$ cat src/rtl/sysref_align_monitor.sv
// sysref_align_monitor: measures the SYSREF period, locks onto it, tracks the local phase against
// SYSREF and counts edges that are misaligned or missing. It also issues a one-shot armed sync pulse.
module sysref_align_monitor #(
    parameter int CNT_W      = 16,
    parameter int PERIOD_MIN = 4,
    parameter int LOCK_COUNT = 4,
    parameter int TOL        = 1
) (
    input  logic             pl_clk,
    input  logic             pl_resetn,
    input  logic             sysref_adc,
    input  logic             arm,
    output logic             sysref_edge,
    output logic             sync_pulse,
    output logic             armed,
    output logic             locked,
    output logic [CNT_W-1:0] period,
    output logic [CNT_W-1:0] lmfc_cnt,
    output logic [7:0]       err_cnt
);
    localparam int MW = $clog2(LOCK_COUNT + 1);
    localparam logic [CNT_W-1:0] ONES  = '1;
    localparam logic [CNT_W-1:0] ONE   = CNT_W'(1);
    localparam logic [CNT_W-1:0] TOL_W = CNT_W'(TOL);
    localparam logic [CNT_W-1:0] PMIN  = CNT_W'(PERIOD_MIN);
    localparam logic [MW-1:0]    LC    = MW'(LOCK_COUNT);

    typedef enum logic [1:0] {IDLE, MEASURE, LOCKED} state_t;

    state_t           state, state_n;
    logic             sysref_d, rise, valid, near_ref, aligned, overdue, fire, inc_err, armed_n;
    logic [CNT_W-1:0] pcnt, ref_p, ref_n, period_n, lmfc_n, d_ref, d_per;
    logic [MW-1:0]    match_cnt, match_n;

    assign rise     = sysref_adc & ~sysref_d;
    assign valid    = (pcnt >= PMIN) && (pcnt != ONES);
    assign d_ref    = (pcnt >= ref_p) ? pcnt - ref_p : ref_p - pcnt;
    assign d_per    = (pcnt >= period) ? pcnt - period : period - pcnt;
    assign near_ref = d_ref <= TOL_W;
    assign aligned  = d_per <= TOL_W;
    // widened so period+TOL cannot wrap near the top of the counter range
    assign overdue  = {1'b0, pcnt} > ({1'b0, period} + {1'b0, TOL_W});

    always_comb begin
        state_n  = state;
        match_n  = match_cnt;
        ref_n    = ref_p;
        period_n = period;
        lmfc_n   = '0;
        fire     = 1'b0;
        inc_err  = 1'b0;
        unique case (state)
            IDLE: begin
                if (rise) begin
                    state_n = MEASURE;
                    match_n = '0;
                end
            end
            MEASURE: begin
                if (rise) begin
                    if (!valid) begin
                        match_n = '0;
                    end else if (match_cnt == '0 || !near_ref) begin
                        ref_n   = pcnt;
                        match_n = MW'(1);
                    end else begin
                        match_n = match_cnt + MW'(1);
                    end
                    if (match_n == LC) begin
                        state_n  = LOCKED;
                        period_n = ref_n;
                    end
                end
            end
            LOCKED: begin
                lmfc_n = (lmfc_cnt + ONE == period) ? '0 : lmfc_cnt + ONE;
                if (rise && aligned) begin
                    lmfc_n = '0;
                    fire   = armed;
                end else if (rise) begin
                    inc_err = 1'b1;
                    state_n = MEASURE;
                    ref_n   = pcnt;
                    match_n = valid ? MW'(1) : '0;
                    lmfc_n  = '0;
                end else if (overdue) begin
                    inc_err = 1'b1;
                    state_n = IDLE;
                    lmfc_n  = '0;
                end
            end
            default: state_n = IDLE;
        endcase
        // a request only survives while lock is held; arm on the firing edge re-arms for the next one
        armed_n = (state == LOCKED) && (state_n == LOCKED) && (arm || (armed && !fire));
    end

    always_ff @(posedge pl_clk or negedge pl_resetn) begin
        if (!pl_resetn) begin
            state       <= IDLE;
            sysref_d    <= 1'b1;
            pcnt        <= '0;
            match_cnt   <= '0;
            ref_p       <= '0;
            period      <= '0;
            lmfc_cnt    <= '0;
            err_cnt     <= '0;
            locked      <= 1'b0;
            armed       <= 1'b0;
            sysref_edge <= 1'b0;
            sync_pulse  <= 1'b0;
        end else begin
            state       <= state_n;
            sysref_d    <= sysref_adc;
            pcnt        <= rise ? ONE : (pcnt == ONES ? pcnt : pcnt + ONE);
            match_cnt   <= match_n;
            ref_p       <= ref_n;
            period      <= period_n;
            lmfc_cnt    <= lmfc_n;
            err_cnt     <= (inc_err && err_cnt != 8'hff) ? err_cnt + 8'd1 : err_cnt;
            locked      <= state_n == LOCKED;
            armed       <= armed_n;
            sysref_edge <= rise;
            sync_pulse  <= fire;
        end
    end
endmodule

$ cat config.mk
export PLATFORM = sky130hd
export DESIGN_NAME = sysref_align_monitor
export DESIGN_NICKNAME = d
export VERILOG_FILES = /design/src/rtl/sysref_align_monitor.sv
export SDC_FILE = /design/constraint.sdc
export NUM_CORES = 1
export LEC_CHECK = 0
export CORE_ASPECT_RATIO = 1.2
export CORE_UTILIZATION = 55
export DETAILED_ROUTE_END_ITERATION = 6
export PLACE_DENSITY = 0.75
export SYNTH_ARGS = -nofsm -noshare
export SYNTH_HDL_FRONTEND = slang
export SYNTH_SLANG_ARGS = --single-unit
export TNS_END_PERCENT = 50
$ cat constraint.sdc
create_clock -name pl_clk -period 5.22 [get_ports pl_clk]
set_input_delay 0.522 -clock pl_clk [delete_from_list [all_inputs] [get_ports pl_clk]]
set_output_delay 0.522 -clock pl_clk [all_outputs]
set_load 0.05 [all_outputs]
# Word-level counts from Yosys, hierarchy flattened
# Index checks and enable logic that the tools add are counted.
# totals
ff_bits	82
input_bits	4
output_inout_bits	44
elab_cells	97
# op_classes
add_sub_neg	9
order_cmp	6
n_eq_ne	13
n_mux	38
n_bitwise	2
reduce_logical	17
# op_table
op	n
$mux W16	14
$sub A16 B16 Y16	4
$add A16 B1 Y16 const B	2
$ge A16 B16 Y1	2
$le A16 B1 Y1 const B	2
$pmux W16 S2	1
$mux W3	8
$add A16 B1 Y17 const B	1
$gt A16 B17 Y1	1
$eq A16 B16 Y1	1
$eq A16 B16 Y1 const B	1
$ge A16 B3 Y1 const B	1
$ne A16 B16 Y1 const B	1
$mux W2	6
$ne A2 B2 Y1 const B	5
$pmux W3 S3	1
$add A8 B1 Y8 const B	1
$ne A8 B8 Y1 const B	1
$mux W1	7
$logic_and A1 B1 Y1	6
$pmux W2 S3	1
$reduce_and A5 Y1	1
$eq A2 B2 Y1 const B	2
$reduce_and A4 Y1	1
other kinds (12)	14

# Logic depth before layout (Yosys ltp)
# logic_depth
depth_word	16
mapped_depth	17
depth_no_buf	16

# Least setup slack after synthesis
# No wires, ideal clock.
# synth_path
path_type	register to register
startpoint	reg period[2]
endpoint	reg err_cnt[1]
setup_time_ns	0.128
arrival_ns	4.370
t_required_ns	5.092
setup_slack_ns	0.722
path_stages_with_launch	16
n_path_buf	3
synth_period_minus_slack_ns	4.498
path_cell_list	dfrtp_1 -> clkbuf_1 -> inv_1 -> ha_1 -> buf_6 -> a21o_1 -> a2111o_1 -> a32o_2 -> or2_1 -> buf_6 -> nor4_2 -> o2111ai_1 -> or4_4 -> nor4_4 -> or2_2 -> mux2_1
# synth_between
elab_chain_cells	7
elab_cells_between_ends	13
classes_between	add/sub (3); order compare (3); mux (5); reduce/logical (2)
# synth_rtl
element	line	text
start: declaration	17	output logic [CNT_W-1:0] period,
start signal: assignment	118	period <= period_n;
$add A16 B1 Y17 (tied with other cells)	42	assign overdue = {1'b0, pcnt} > ({1'b0, period} + {1'b0, TOL_W});
$gt A16 B17 Y1 or $mux W16 (tied branches)	42, 38	
$mux W1 or $le A16 B1 Y1 (tied branches)	86, 40	
$mux W1 or $logic_and A1 B1 Y1 (tied branches)	80, 77	
$mux W1 (*)	77	if (rise && aligned) begin
$mux W1 (*)	52	unique case (state)
$logic_and A1 B1 Y1 (*)	120	err_cnt <= (inc_err && err_cnt != 8'hff) ? err_cnt + 8'd1 : err_cnt;
end signal: assignment	120	
end: declaration	19	output logic [7:0] err_cnt
# Mark *: on every way between the ends. The rest lies on a longest branch, timed or not.
# A chain may end at the register's enable or synchronous reset.

# Worst setup path after layout
# layout_path
startpoint	reg period[1]
endpoint	reg lmfc_cnt[9]
# layout_between
elab_chain_cells	6
elab_cells_between_ends	14
classes_between	add/sub (3); order compare (3); eq/ne (1); mux (6); reduce/logical (1)
# layout_rtl
element	line	text
$add A16 B1 Y17 (tied with other cells)	42	
$gt A16 B17 Y1 (tied with other cells)	42	
$mux W16 or $le A16 B1 Y1 (tied branches)	86, 40	
$mux W16 or $logic_and A1 B1 Y1 (tied branches)	80, 77	
$mux W16 (*)	77	
$mux W16 (*)	52	
named net lmfc_n[9]	32	logic [CNT_W-1:0] pcnt, ref_p, ref_n, period_n, lmfc_n, d_ref, d_per;
end signal: assignment	119	lmfc_cnt <= lmfc_n;
end: declaration	18	output logic [CNT_W-1:0] lmfc_cnt,
# Mark *: on every way through the listed nets, which the timed path passes. The rest lies on a longest branch.

==> impl_table.tex <==
\begin{tabular}{lr}
\hline
Metric & Value \\
\hline
\multicolumn{2}{l}{\textbf{Logic synthesis}} \\
\quad Largest area contributor in the synthesized netlist & sky130\_fd\_sc\_hd\_\_dfrtp\_1 \\
\quad Number of different library cells in the post-synthesis netlist & 76 \\
\quad Portion of the post-synthesis area used by sequential elements & 25.3\% \\
\quad Synthesized flop and latch total & 82 \\
\quad Yosys warnings & 0 \\
\quad Number of instances in the synthesized netlist & 989 \\
\quad Area contributors post-synth & sky130\_fd\_sc\_hd\_\_dfrtp\_1, sky130\_fd\_sc\_hd\_\_ha\_1, sky130\_fd\_sc\_hd\_\_xnor2\_1, sky130\_fd\_sc\_hd\_\_nor2\_1, sky130\_fd\_sc\_hd\_\_inv\_1 \\
\quad Number of flops mapped to enable cells by yosys & 0 \\
\quad Most used DFF post-synth & sky130\_fd\_sc\_hd\_\_dfrtp\_1 \\
\quad Proportion of netlist area held by the largest area contributor & 25.0\% \\
\quad Netlist area before placement & 0.00811 mm² \\
\quad Synth async-reset ratio & 100\% \\
\quad Post-Synthesis Net Count & 1086 \\
\quad Avg Synthesized Cell Area & 8.20 µm² \\
\multicolumn{2}{l}{\textbf{Cells and area}} \\
\quad Number of fill cells & 1291 \\
\quad Final nets & 1115 \\
\quad Fraction of layout instances using a drive strength above 1 & 3.62\% \\
\quad Ant. Diodes & 0 \\
\quad FF/Latch Area & 0.00205 mm² \\
\quad Area used by multi-input combinational logic & 0.00558 mm² \\
\quad Final instance count without filler cells & 1198 \\
\quad Synthesis-to-layout area growth & 10.7\% \\
\multicolumn{2}{l}{\textbf{Place}} \\
\quad Cell Count Post-Placement & 1182 \\
\quad HPWL after detailed placement & 18.5 mm \\
\quad PortBufs & 47 \\
\quad GP Congestion & 0.997 \\
\multicolumn{2}{l}{\textbf{Global route}} \\
\quad Via count of the first global-routing pass & 7195 \\
\quad Maximum number of pins on one net before global-route repair & 83 \\
\quad Total track usage & 31.2\% \\
\quad Number of antenna violations at the first check in global routing & 0 \\
\quad First-pass GRT wire length & 37.1 mm \\
\quad Total grt overflow & 0 \\
\multicolumn{2}{l}{\textbf{Setup path}} \\
\quad Crit Reg-Reg Startpoint & period[1] \\
\quad CP required & 5.49 ns \\
\quad Slowest stage cell, crit path & sky130\_fd\_sc\_hd\_\_nor4\_1 \\
\quad Top Family by Delay on Critical Path & simple AND/OR/NAND/NOR gates \\
\quad Cell breakdown of the critical path & nand2\_1 > nor4\_1 > nand2\_1 > nor4\_1 > xnor2\_1 > ha\_1 > and4\_1 > nand2\_1 > nor4\_1 > a311o\_1 > o21ai\_0 > nor2\_1 > o21ai\_1 > nor2\_1 \\
\quad Delay contributed by the slowest stage of the critical path & 0.59 ns \\
\quad Data arrival time of the worst path & 5.14 ns \\
\quad Slack of the worst reg-to-reg path & 0.35 ns \\
\quad Kind of launch point of the worst setup path & register \\
\quad Depth of the most critical reg-to-reg path & 14 \\
\quad CP bufs+invs & 0 \\
\quad Setup CP Type & reg -> reg \\
\quad Crit path max fanout & 16 \\
\quad Endpoint of the worst register-to-register path & lmfc\_cnt[9] \\
\quad Crit. End Element & register \\
\multicolumn{2}{l}{\textbf{Floorplan}} \\
\quad \# rows & 48 \\
\quad Area of the placeable core & 0.0144 mm² \\
\quad Die area & 0.0152 mm² \\
\quad Ports & 48 \\
\quad Starting density of the core & 56.3\% \\
\quad Vert. Die Dim & 135 µm \\
\quad Die outline width & 113 µm \\
\multicolumn{2}{l}{\textbf{Clock tree}} \\
\quad CTS H-tree lvls & 3 \\
\quad Latest clock arrival within the worst-skew pair & 0.35 ns \\
\quad Number of clock sinks & 82 \\
\quad CTS tree & built \\
\quad Clock input transition at the sequential cells of the worst setup and hold paths & 0.07 ns \\
\quad Buffers from clock root to sink, at most & 2 \\
\quad CTS root buffer & sky130\_fd\_sc\_hd\_\_clkbuf\_16 \\
\quad Post-CTS Setup Inserts & 0 \\
\quad Cts-stage hold buffer count & 0 \\
\quad Number of gates resized after CTS & 0 \\
\quad Clock buffer count from CTS & 9 \\
\multicolumn{2}{l}{\textbf{Routing}} \\
\quad First-pass iteration count of the detailed router & 5 \\
\quad DR WL/cell & 19.4 µm \\
\quad Vias & 7453 \\
\quad Initial DRC count & 467 \\
\quad DR DRC count & 0 \\
\quad Average vias per placed instance & 6.22 \\
\quad DRT Wirelength & 23.2 mm \\
\quad Remaining antenna violation count after routing & 0 \\
\multicolumn{2}{l}{\textbf{Timing}} \\
\quad Setup repair after global routing missed its margin & false \\
\quad Setup violators final & 0 \\
\quad Worst-margin pin slew & 1.11 ns \\
\quad Endpoints failing hold & 0 \\
\quad Number of max-slew violations in the final report & 0 \\
\quad Skew final & 0.00820 ns \\
\quad Total negative setup slack & 0 ns \\
\quad Final critical-path required period & 4.87 ns \\
\quad Part of the cycle the worst path needs & 93.4\% \\
\quad Max Fclk & 205 MHz \\
\quad Headroom to the max-slew limit & 25.2\% \\
\multicolumn{2}{l}{\textbf{Power and ir drop}} \\
\quad Leakage component of the power & 4.12 nW \\
\quad Power density over the cells & 359 mW/mm² \\
\quad IR Drop Worst-Case VDD & 0.000357 V \\
\multicolumn{2}{l}{\textbf{Flow run}} \\
\quad Maximum capacitance violations & 0 \\
\multicolumn{2}{l}{\textbf{Outcome}} \\
\quad Run status & complete, no violations \\
\multicolumn{2}{l}{\textbf{Min path}} \\
\quad Worst min-delay path class & in -> async \\
\hline
\end{tabular}
[final cells by class]
class                           instances  area share, %
Multi-Input combinational cell        792           62.2
Sequential cell                        82           22.9
Timing Repair Buffer                   57           6.05
Inverter                               76           3.18
Clock buffer                           11           2.59
Tap cell                              175           2.44
Clock inverter                          5          0.711
[worst register-to-register path, delay by kind of cell (launching register included)]
family / cells / cell delay [ns]
compound gates: 3 / 1.08
simple gates: 9 / 2.69
fa+ha+maj: 1 / 0.31
flops: 1 / 0.57
xor+xnor: 1 / 0.14
[per-stage QoR]
stage | setup WS, ns | hold WS (ns) | utilization (%) | total power, mW | cell area (µm²)
detailed placement | 0.424 | 0.504 | 60.3 | 2.55 | 8680
floorplan | 0.722 | 0.226 | - | 2.15 | 8110
global placement | 0.557 | 0.490 | 60.3 | 2.54 | 8680
CTS | 0.401 | 0.402 | 62.3 | 3.21 | 8980
finish | 0.346 | 0.342 | 62.3 | 3.23 | 8980
global route | 0.0848 | 0.451 | 62.3 | 3.42 | 8980
[registers in the layout (all words and copies together) (netlist names), 2 cells and up]
register,count
pcnt,16
lmfc_cnt,16
period,16
match_cnt,3
state,2
ref_p,16
err_cnt,8
[cells in the final DEF, fill, tap and decap left out, types with 4 or more instances in the layout]
master,n
sky130_fd_sc_hd__nand2_1,75
sky130_fd_sc_hd__clkdlybuf4s50_1,46
sky130_fd_sc_hd__nor2_1,89
sky130_fd_sc_hd__nor3_1,21
sky130_fd_sc_hd__a21oi_1,55
sky130_fd_sc_hd__or3_1,11
sky130_fd_sc_hd__ha_1,89
sky130_fd_sc_hd__and3_1,10
sky130_fd_sc_hd__inv_1,76
sky130_fd_sc_hd__nand4_1,27
sky130_fd_sc_hd__a21boi_0,5
sky130_fd_sc_hd__a31oi_1,10
sky130_fd_sc_hd__o21bai_1,8
sky130_fd_sc_hd__xor2_1,23
sky130_fd_sc_hd__a211oi_1,13
sky130_fd_sc_hd__o2111ai_1,8
sky130_fd_sc_hd__o211ai_1,8
sky130_fd_sc_hd__o21ai_0,52
sky130_fd_sc_hd__nand3_1,34
sky130_fd_sc_hd__a221oi_1,4
sky130_fd_sc_hd__nand2b_1,9
sky130_fd_sc_hd__a21o_1,28
sky130_fd_sc_hd__and2_1,5
sky130_fd_sc_hd__o21a_1,15
sky130_fd_sc_hd__xnor2_1,66
sky130_fd_sc_hd__buf_4,11
sky130_fd_sc_hd__or4_1,4
sky130_fd_sc_hd__fa_1,4
sky130_fd_sc_hd__clkbuf_16,9
sky130_fd_sc_hd__nor2b_1,10
sky130_fd_sc_hd__o31ai_1,8
sky130_fd_sc_hd__dfrtp_1,81
sky130_fd_sc_hd__mux2i_1,22
sky130_fd_sc_hd__nor4_1,17
[routing by layer]
layer / wire length [µm] / part of all wire [%] / global-route usage (%) / vias up
met5: 0 / 0 / 0 / -
met4: 1030 / 4.4 / 15.6 / 0
met3: 760 / 3.3 / 2.87 / 60
met2: 11600 / 50 / 55.8 / 225
met1: 9840 / 42 / 37.6 / 3569
li1: - / - / - / 3599
[worst max-delay path by stage]
stage,start,to,slack (ns),depth (start not counted)
2_1_floorplan,period[2],err_cnt[1],0.72,15
3_3_place_gp,period[2],lmfc_cnt[14],0.56,14
3_5_place_dp,pcnt[0],ref_p[6],0.42,15
4_1_cts,pcnt[0],ref_p[6],0.40,15
5_1_grt,period[2],lmfc_cnt[2],0.08,14
6_report,period[1],lmfc_cnt[9],0.35,14
[report_power, final]
group | leakage [nW] | total (mW) | internal, mW | switching [mW]
combinational | 2.89 | 1.82 | 0.760 | 1.06
sequential | 1.09 | 0.751 | 0.682 | 0.0696
clock | 0.146 | 0.653 | 0.375 | 0.277
[synth_stat cells (9+ instances only)]
library cell,n
sky130_fd_sc_hd__nor2_1,89
sky130_fd_sc_hd__xnor2_1,66
sky130_fd_sc_hd__nor2b_1,10
sky130_fd_sc_hd__and3_1,10
sky130_fd_sc_hd__inv_1,76
sky130_fd_sc_hd__nor4_1,17
sky130_fd_sc_hd__a31oi_1,10
sky130_fd_sc_hd__o21a_1,15
sky130_fd_sc_hd__dfrtp_1,81
sky130_fd_sc_hd__a21o_1,28
sky130_fd_sc_hd__nand2_1,75
sky130_fd_sc_hd__o21ai_0,52
sky130_fd_sc_hd__a21oi_1,55
sky130_fd_sc_hd__mux2i_1,22
sky130_fd_sc_hd__ha_1,89
sky130_fd_sc_hd__nand3_1,34
sky130_fd_sc_hd__a211oi_1,13
sky130_fd_sc_hd__nand2b_1,9
sky130_fd_sc_hd__nor3_1,21
sky130_fd_sc_hd__nand4_1,27
sky130_fd_sc_hd__clkbuf_1,32
sky130_fd_sc_hd__xor2_1,23
sky130_fd_sc_hd__or3_1,11
[logic make-up after synthesis]
logic type,after synthesis,synth area share [%]
XOR/XNOR,89,9.61
AO/OA/AOI/OAI,253,21.0
buffers and inverters,115,5.83
multiplexers,24,2.99
adder cells (fa/ha/maj),93,14.7
AND/OR/NAND/NOR,333,20.6
flip-flops,82,25.3
(Power assumes the default switching activity.)
